$ cat src/rtl/pc_unit_if.sv
// pc_unit_if -- decoder <-> program counter bus.
//   master (decoder side): drives PCSEL, JT, LIT, STALL, IRQ_IN; receives PC, PC_INC, IRQ
//   slave  (pc_unit side): the mirror image
interface pc_unit_if;
  logic [2:0]  PCSEL;   // next-PC select
  logic [31:0] JT;      // jump target (Ra read data)
  logic [15:0] LIT;     // signed word offset
  logic        STALL;   // hold PC / pending state
  logic        IRQ_IN;  // external interrupt pulse
  logic [31:0] PC;      // current instruction address
  logic [31:0] PC_INC;  // PC + 4, link value
  logic        IRQ;     // interrupt request to decoder

  modport master (output PCSEL, JT, LIT, STALL, IRQ_IN,
                  input  PC, PC_INC, IRQ);
  modport slave  (input  PCSEL, JT, LIT, STALL, IRQ_IN,
                  output PC, PC_INC, IRQ);
endinterface

$ cat src/rtl/pc_unit.sv
// pc_unit -- program counter with supervisor bit and interrupt latch.
//   CLK    : clock, rising edge
//   RESET  : async active-high reset (PC=0x80000000, nothing pending)
//   bus    : pc_unit_if.slave (PCSEL/JT/LIT/STALL/IRQ_IN in, PC/PC_INC/IRQ out)
// Optional build macro PC_SUPERVISOR_EN:
//   - a jump may clear but never set PC[31]
//   - IRQ is masked while PC[31] (supervisor) is set; the request stays pending
module pc_unit (
  input  logic     CLK,
  input  logic     RESET,
  pc_unit_if.slave bus
);
  localparam logic [2:0] SEL_INC = 3'd0;
  localparam logic [2:0] SEL_BR  = 3'd1;
  localparam logic [2:0] SEL_JMP = 3'd2;
  localparam logic [2:0] SEL_IRQ = 3'd4;

  // Word addresses (PC >> 2); PC[1:0] is hard-wired to zero.
  localparam logic [29:0] VEC_RESET = 30'h2000_0000;  // 0x80000000
  localparam logic [29:0] VEC_ILLOP = 30'h2000_0001;  // 0x80000004
  localparam logic [29:0] VEC_IRQ   = 30'h2000_0002;  // 0x80000008

  logic [29:0] pc_q;
  logic        pend_q;
  logic [29:0] inc_w, br_w, jmp_w, nxt_w;
  logic [28:0] lit_w;
  logic        jmp_sup;
  logic        take_irq;
  logic        unused_jt_lo;

  // Bit 29 of the word address is the supervisor bit; arithmetic wraps
  // in the low 29 bits only so it is never disturbed.
  assign inc_w = {pc_q[29], pc_q[28:0] + 29'd1};
  assign lit_w = {{13{bus.LIT[15]}}, bus.LIT};
  assign br_w  = {pc_q[29], inc_w[28:0] + lit_w};

`ifdef PC_SUPERVISOR_EN
  assign jmp_sup = pc_q[29] & bus.JT[31];
`else
  assign jmp_sup = bus.JT[31];
`endif
  assign jmp_w        = {jmp_sup, bus.JT[30:2]};
  assign unused_jt_lo = ^bus.JT[1:0];

  always_comb begin
    nxt_w = VEC_ILLOP;  // illop and the undefined encodings 5..7
    case (bus.PCSEL)
      SEL_INC: nxt_w = inc_w;
      SEL_BR:  nxt_w = br_w;
      SEL_JMP: nxt_w = jmp_w;
      SEL_IRQ: nxt_w = VEC_IRQ;
      default: nxt_w = VEC_ILLOP;
    endcase
  end

  assign take_irq = (bus.PCSEL == SEL_IRQ) && !bus.STALL;

  always_ff @(posedge CLK or posedge RESET) begin
    if (RESET) begin
      pc_q   <= VEC_RESET;
      pend_q <= 1'b0;
    end else begin
      if (!bus.STALL) pc_q <= nxt_w;
      // A new request arriving in the taking cycle wins over the clear,
      // so it is serviced by a second interrupt.
      pend_q <= bus.IRQ_IN | (pend_q & ~take_irq);
    end
  end

  assign bus.PC     = {pc_q, 2'b00};
  assign bus.PC_INC = {inc_w, 2'b00};
`ifdef PC_SUPERVISOR_EN
  assign bus.IRQ = pend_q & ~pc_q[29];
`else
  assign bus.IRQ = pend_q;
`endif
endmodule

$ cat src/flat_wrapper.sv
// flat-port wrapper written by rule: the top's interface ports become plain ports
module pc_unit_flat 
  (CLK, RESET, bus_PCSEL, bus_JT, bus_LIT, bus_STALL, bus_IRQ_IN, bus_PC, bus_PC_INC, bus_IRQ);
  pc_unit_if bus_i ();
  input  logic CLK;
  input  logic RESET;
  input wire logic [$bits(bus_i.PCSEL)-1:0] bus_PCSEL;
  input wire logic [$bits(bus_i.JT)-1:0] bus_JT;
  input wire logic [$bits(bus_i.LIT)-1:0] bus_LIT;
  input wire logic [$bits(bus_i.STALL)-1:0] bus_STALL;
  input wire logic [$bits(bus_i.IRQ_IN)-1:0] bus_IRQ_IN;
  output wire logic [$bits(bus_i.PC)-1:0] bus_PC;
  output wire logic [$bits(bus_i.PC_INC)-1:0] bus_PC_INC;
  output wire logic [$bits(bus_i.IRQ)-1:0] bus_IRQ;
  assign bus_i.PCSEL = bus_PCSEL;
  assign bus_i.JT = bus_JT;
  assign bus_i.LIT = bus_LIT;
  assign bus_i.STALL = bus_STALL;
  assign bus_i.IRQ_IN = bus_IRQ_IN;
  assign bus_PC = bus_i.PC;
  assign bus_PC_INC = bus_i.PC_INC;
  assign bus_IRQ = bus_i.IRQ;
  pc_unit u_core (.CLK(CLK), .RESET(RESET), .bus(bus_i));
endmodule
$ cat config.mk
export PLATFORM = sky130hd
export DESIGN_NAME = pc_unit_flat
export DESIGN_NICKNAME = d
export VERILOG_FILES = /design/src/rtl/pc_unit_if.sv /design/src/rtl/pc_unit.sv /design/src/flat_wrapper.sv
export SDC_FILE = /design/constraint.sdc
export NUM_CORES = 1
export LEC_CHECK = 0
export CORE_UTILIZATION = 48
export CTS_BUF_LIST = sky130_fd_sc_hd__clkbuf_16
export DETAILED_ROUTE_END_ITERATION = 10
export GPL_TIMING_DRIVEN = 0
export HOLD_SLACK_MARGIN = 0.15
export PLACE_DENSITY = 0.82
export SLEW_MARGIN = 40
export SYNTH_ARGS = -nofsm -noshare
export SYNTH_HDL_FRONTEND = slang
export SYNTH_SLANG_ARGS = --single-unit
$ cat constraint.sdc
create_clock -name CLK -period 4.61 [get_ports CLK]
set_input_delay 1.383 -clock CLK [delete_from_list [all_inputs] [get_ports CLK]]
set_output_delay 1.383 -clock CLK [all_outputs]
set_load 0.05 [all_outputs]
==> flow_metrics.py <==
metrics = {
    "status": {
        "status": "finished, final reports clean",
    },
    "yosys": {
        "synth-simple-area-share_pct": 21.0,
        "synthMuxAreaShare_pct": 0.265,
        "synth_ff_type": "dfrtp_1",
        "synth_fa_ha_area_share_pct": 11.4,
        "synth_top_family_by_area": "compound AO/OA/AOI/OAI gates",
        "synth_xor_area_share_pct": 12.0,
        "synth_compound_area_share_pct": 30.3,
        "synthTopCellsByArea": "dfrtp_1 (20%), ha_1 (11%), xnor2_1 (6.5%), a21oi_1 (6.2%), xor2_1 (5.1%)",
        "synth.largest_area_cell": "dfrtp_1",
        "synthDistinctLibCells": 68,
        "synthCells": 480,
        "synth_top_area_share_pct": 19.8,
        "synthArstFlopShare_pct": 100,
        "ys_seq_area_share_pct": 20.5,
        "synth-edff-count": 0,
        "avgSynthCellArea_um2": 7.88,
        "synth-seq-cells": 31,
        "synth_area_um2": 3780,
        "ys_warn_count": 0,
    },
    "final_layout": {
        "final_cell_mix": "clkdlybuf4s50_1 (109), a21oi_1 (47), nand2_1 (42), nor2_1 (41), ha_1 (33)",
        "drive_gt1_share_pct": 5.98,
        "design_area_um2": 5210,
        "nFillCells": 653,
        "antenna_cells": 0,
        "final_nets": 690,
        "syn_to_final_growth_pct": 37.7,
        "layout_commonest_cell": "clkdlybuf4s50_1",
    },
    "setup_path": {
        "crit_fanout": 6,
        "critPathSlowestCell": "clkdlybuf4s50_1",
        "critPathBufInv": 1,
        "crit_required_ns": 3.23,
        "startpoint": "u_core.pc_q[0]$_DFFE_PP0N_",
        "crit_type": "register to output pin",
        "cp_cell_sequence": "ha_1 > nand3_2 > nor3_4 > and3_1 > nand4_1 > xnor2_1 > clkdlybuf4s50_1",
        "timing.rr.start": "u_core.pc_q[6]$_DFFE_PP0N_",
        "cpPeakStageDelay_ns": 0.87,
        "worst_path_dominant_cell_family": "simple AND/OR/NAND/NOR gates",
        "endpoint_kind": "output pin",
        "cp.arrival_ns": 3.12,
        "setup.worst_path.start_class": "register",
    },
    "place": {
        "io_buffers": 111,
        "dpl.hpwl_mm": 9.65,
        "place_congestion": 0.966,
        "placed_area_um2": 5040,
    },
    "cts": {
        "cts_buffers": 5,
        "clock_latency_ns": 0.29,
        "cts_max_level": 2,
        "cts_sinks": 31,
        "post_cts_buffers": 0,
        "cts_tree": "yes",
        "clockBufferDepth": 2,
        "root_buffer": "clkbuf_16",
        "clkTransAtPathRegs_ns": 0.05,
    },
    "floorplan": {
        "start_util_pct": 49.2,
        "rows": 32,
        "die_x_um": 90.8,
        "dieArea_um2": 8240,
        "top_level_ports": 120,
        "die_h_um": 90.8,
        "design.core.area_um2": 7690,
    },
    "power": {
        "p_int_mw": 0.794,
        "seq_power_share_pct": 24.1,
        "pwr-share-clk_pct": 27.8,
        "switching_share_pct": 42.0,
        "p_leak_nw": 2.26,
        "p_per_area_nw_per_um2": 263,
        "netSwitchingPower_mw": 0.576,
        "combPwrFrac_pct": 48.1,
        "power.total_mw": 1.37,
        "ir_worst_vdd_mv": 0.133,
    },
    "sta": {
        "finalHoldViolCount": 0,
        "max_freq_mhz": 222,
        "timing.final.crit_share_pct": 97.6,
        "rsz0062_at_grt": "no",
        "finalCriticalPeriod_ns": 4.50,
        "fin_skew_ns": 0.00570,
        "slew_headroom_pct": 45.2,
        "finalSetupViolCount": 0,
        "maxSlewViolCount": 0,
        "worst_slew_pin_slew_ns": 0.819,
        "fin_setup_tns_ns": 0,
    },
    "routing": {
        "first_pass_iters": 5,
        "drtIter0Drc": 350,
        "drcViolationCount": 0,
        "avgRoutedWirePerCell_um": 17.8,
        "wirelength_mm": 12.5,
        "via_per_inst": 6.09,
        "drtAntennaViolNets": 0,
        "vias": 4290,
    },
    "run": {
        "maxCapViolCount": 0,
    },
    "global_routing": {
        "globalRouteTotalUtil_pct": 29.8,
        "grt.overflow.total": 0,
        "grt_pass1_vias": 4048,
        "grt_max_degree": 32,
        "antenna_found_initial": 0,
        "grt_pass1_wl_mm": 19.6,
    },
    "min_path": {
        "hold_path_startpoint": "u_core.bus.IRQ$_DFF_PP0_",
        "hp-class": "register to register",
    },
}
[repair_timing]
item	in CTS	in global routing
gates resized for setup	0	2
hold buffers	0	0
setup endpoints to repair	0	2
[per-stage QoR]
stage	std cells	util, %	hold WS (ns)	setup slack, ns
after floorplan	483	-	0.627	0.153
after global placement	696	65.6	0.463	0.280
after detailed placement	696	65.6	0.471	0.244
after CTS	704	67.7	0.488	0.117
after global routing	704	67.8	0.505	0.0223
final	704	67.8	0.483	0.111
[power by group through the flow]
stage	combinational [mW]	clock (mW)	sequential (mW)
floorplan	0.370	0	0.404
global placement	0.639	0	0.333
detailed placement	0.651	0	0.333
CTS	0.654	0.378	0.329
global route	0.703	0.385	0.333
finish	0.659	0.380	0.331
[cell type report]
class	instances	area, um2	share of cell area, %
plain buffers	25	116	2.23
clock buffers	5	125	2.40
clock inverters	3	38.8	0.745
inverters	13	48.8	0.937
multi-input cells	414	2860	54.9
flip-flops and latches	31	777	14.9
well taps	102	128	2.45
repair buffers	111	1120	21.4
[registers in the layout, indices dropped and copies added, names as in the netlist]
name            cells
u_core.pc_q        30
u_core.bus.IRQ      1
[metal layers]
metal  part of all wire, %  global-route usage (%)
met1                    42                    37.8
met2                    48                    50.8
met3                   7.5                    4.12
met4                   2.4                    11.6
met5                     0                       0
[Yosys cell counts, types with 7 or more instances]
master     n
xnor2_1   28
ha_1      33
inv_1     13
nor2_1    41
nor2b_1    7
nor3_1     7
clkbuf_1  17
xor2_1    22
o21ai_0   30
nand4_1   11
o21ai_1   10
nand2_1   42
a22oi_1   12
a21o_1    15
a21oi_1   47
nand3_1   18
dfrtp_1   30
a222oi_1   8
[path summary, 6_finish.rpt]
kind	end	slack (ns)	cells past startpoint
min in group asynchronous	u_core.bus.IRQ$_DFF_PP0_	1.53	2
setup / recovery	bus_PC_INC[28]	0.11	7
hold reg to reg	u_core.bus.IRQ$_DFF_PP0_	0.48	1
max in group asynchronous	u_core.pc_q[17]$_DFFE_PP0N_	2.60	2
setup reg to reg	u_core.pc_q[27]$_DFFE_PP0N_	0.67	14
hold / removal	u_core.bus.IRQ$_DFF_PP0_	0.48	1
[logic make-up (layout without fill, tap and decap cells)]
family | count (synthesis) | count (layout)
AOI/OAI and AO/OA | 169 | 169
xor gates and xnor gates | 51 | 51
adders and majority gates | 34 | 34
buffers and inverters | 38 | 157
DFF | 31 | 31
muxes | 1 | 1
other | 1 | 4
and+or+nand+nor | 155 | 155
Note: power is estimated with default switching activity, not from simulation.
==> edit 1: new RTL, same settings <==
Build with the macro `PC_SUPERVISOR_EN` defined.
--- a/src/rtl/pc_unit.sv
+++ b/src/rtl/pc_unit.sv
@@ -7,2 +7,4 @@
 //   - IRQ is masked while PC[31] (supervisor) is set; the request stays pending
+`define PC_SUPERVISOR_EN
+
 module pc_unit (
Check against the original RTL: not equivalent (Yosys sat finds a counterexample within 4 cycles, from zero or initial values and one cycle with RESET high).
==> edit 1 against the original RTL <==
Area after synthesis grew 4.5%; final area grew 4.4%; routed wire length grew 13%; power grew 15%; clock skew is essentially flat; critical endpoint is now bus_PC_INC[30]; sequential cell count is the same; register-to-register slack lost 230 ps; largest power group unchanged; largest cell class unchanged; setup slack gained 45 ps.
==> edit 1: results (changes against the original RTL) <==
Critical R2R Capture u_core.pc_q[20] (was u_core.pc_q[27]); power density cells 290 nW/µm² (was 263 nW/µm²); clock share of power 0.276 (was 0.278); 1st-iter DRT viols 403 (was 350); estimated wirelength of the detail-placed design 10.9 mm (was 9.65 mm); sequential share of the synthesized area 0.197 (was 0.205); post-synthesis mux area share 0.0104 (was 0.00265); RR Startpoint u_core.pc_q[5] (was u_core.pc_q[6]); Synth Area in Compound Gates 0.287 (was 0.303); peak supply drop 153 µV (was 133 µV); XOR/XNOR share of the synthesized area 0.104 (was 0.120); Hold Crit Endpoint u_core.pend_q (was u_core.bus.IRQ); status finished clean (unchanged); synthesized netlist cell count 524 (was 480); global-route wire length before repair 22.8 mm (was 19.6 mm); delay of the slowest cell on the worst path 840 ps (was 870 ps); Post-synth top cells nand2_1 (56), a21oi_1 (48), nor2_1 (46) (was a21oi_1 (47), nand2_1 (42), nor2_1 (41)); WL met1 5.87 mm (was 5.25 mm); critical path data arrival time 3070 ps (was 3120 ps); placed insts 740 (was 696); worst slack, placed -125 ps (was 244 ps); post-synth cell types 64 (was 68); Int Power 894 µW (was 794 µW); GRT met1 Usage 0.440 (was 0.378); dpl cell area 5220 µm² (was 5040 µm²); hold_ws 473 ps (was 483 ps)
-- edit 1: cell types whose count changed in the layout (fill, tap and decap cells not counted), moves of 7 or more --
| cell | delta |
|---|---|
| dlymetal6s2s_1 | +9 |
| o21ai_1 | -8 |
| a21o_1 | -8 |
| nand2_1 | +14 |
| o21ai_0 | +11 |
| clkdlybuf4s50_1 | -10 |
| o221ai_1 | +7 |
-- edit 1: what timing repair did --
action / in CTS / in global routing
endpoints found under the setup margin: 1 / 13
buffers inserted: 0 / 0
gates resized for setup: 1 / 13
-- edit 1: how the worst max path moves through the flow --
stage                            endpoint
after detailed placement  u_core.pc_q[20]
after floorplan           u_core.pc_q[20]
after global placement    u_core.pc_q[20]
after global routing       bus_PC_INC[30]
after CTS                  bus_PC_INC[22]
final                      bus_PC_INC[30]
-- edit 1: layout make-up --
class,count,area (µm²)
multi-input cells,449,3010
clock inverters,3,63.8
flip-flops and latches,31,777
plain buffers,31,139
clock buffers,5,125
inverters,16,60.1
fillers,664,2410
well taps,102,128
repair buffers,111,1130
==> edit 2: new RTL, config.mk and constraints unchanged <==
Without the edit above. Reset style: synchronous (`RESET`), changed in one clocked block. Comments in the files are not updated.
--- a/src/rtl/pc_unit.sv
+++ b/src/rtl/pc_unit.sv
@@ -57,3 +57,3 @@
 
-  always_ff @(posedge CLK or posedge RESET) begin
+  always_ff @(posedge CLK) begin
     if (RESET) begin
Behaviour: differs if RESET is asserted again (counterexample within 4 cycles, from zero or initial values and one cycle with RESET high); with RESET held inactive, the same outputs for 10 cycles.
==> edit 2 against the original RTL <==
Register-to-register slack worse by 260 ps; setup slack better by 24 ps; clock skew hardly changed; die area is 1.8% higher; maximum frequency is 0.54% higher; via count is 10% higher; sequential cell count stayed put; hold slack better by 16 ps; area after synthesis is 1.8% higher; synthesized cell count is 11% higher; routed wire length is 9.3% higher; final area is 1.1% higher; core utilization is 0.36 points higher; critical endpoint unchanged.
Power is not compared: it rests on default switching activity, and its combinational part moved more than twofold at a synthesized area within 25%.
==> edit 2: results (changes against the original RTL) <==
status finished clean (unchanged); cells taking the most area after synthesis dfxtp_1 (16%), ha_1 (11%), a21oi_1 (6.8%) (was dfrtp_1 (20%), ha_1 (11%), xnor2_1 (6.5%)); Slew @ Worst Pin 727 ps (was 819 ps); critical path data arrival time 3090 ps (was 3120 ps); GP Congestion 0.926 (was 0.966); drt first pass iters 6 (was 5); clk buf depth 2 (unchanged); HP Start u_core.bus.IRQ (unchanged); met2 global-route usage 0.549 (was 0.508); Post-synth top cells nand2_1 (58), a21oi_1 (52), nor2_1 (50) (was a21oi_1 (47), nand2_1 (42), nor2_1 (41)); sequential share of the synthesized area 0.161 (was 0.205); delay of the slowest cell on the worst path 840 ps (was 870 ps); Async S/R FF share, synth 0 (was 1.00); routing usage on met3 0.0377 (was 0.0412); NumNets Final 743 (was 690); GRT met1 Usage 0.420 (was 0.378); Via Count 4,727 (was 4,290); 1st-iter DRT viols 495 (was 350); largest net degree at the start of global routing 17 (was 32); final wirelength 13.7 mm (was 12.5 mm); number of global-route vias before repair 4,292 (was 4,048); post-synth cell types 66 (was 68); All-Layer GR Usage 0.319 (was 0.298); global-route wire length before repair 21.3 mm (was 19.6 mm); estimated wirelength of the detail-placed design 10.4 mm (was 9.65 mm); IO buf count 113 (was 111); dpl cell area 5120 µm² (was 5040 µm²); worst skew pair latency 270 ps (was 290 ps)
-- edit 2: worst paths after layout --
kind | cells after the start | slack (ps) | endpoint
worst max-delay path | 6 | 140 | bus_PC_INC[28]
worst max register to register | 14 | 410 | u_core.pc_q[23]
worst min-delay path | 2 | 500 | u_core.bus.IRQ
worst min register to register | 2 | 500 | u_core.bus.IRQ
-- edit 2: report_power, final --
group | total (mW) | internal (mW) | switching [mW]
registers | 0.285 | 0.274 | 0.0105
clock network | 0.318 | 0.195 | 0.123
logic | 0.317 | 0.131 | 0.186
-- edit 2: per-stage QoR --
step / std cells / power [mW]
after floorplan: 534 / 0.484
after global placement: 749 / 0.596
after detailed placement: 749 / 0.600
after CTS: 757 / 0.908
after global routing: 757 / 0.953
final: 757 / 0.920
-- edit 2: cell type report --
cell class              instances  area [µm²]
plain buffers                  32         140
clock buffers                   5         125
clock inverters                 3        12.5
fillers                       663        2460
inverters                       8        30.0
multi-input cells             463        3070
flip-flops and latches         31         621
well taps                     102         128
repair buffers                113        1140
-- edit 2: cells by family after synthesis --
family                     share of synthesized area
buffers and inverters                         0.0442
muxes                                         0.0114
xor gates and xnor gates                       0.112
and+or+nand+nor                                0.254
other                                       0.000974
DFF                                            0.161
adders and majority gates                      0.112
AOI/OAI and AO/OA                              0.304
-- edit 2: repair_timing --
action | in CTS | in global routing
gates resized for setup | 0 | 2
endpoints found under the setup margin | 0 | 2
hold buffers | 0 | 0
-- edit 2: routing by layer --
metal	share of wire	up-vias
li1	-	2233
met1	0.42	2188
met2	0.47	278
met3	0.088	28
met4	0.022	0
met5	0	-
-- edit 2: tightest hold or removal path, cell delays in order (launching register included) --
cell     delay, ps
dfxtp_1        330
a21oi_1         60
nor2_1          70
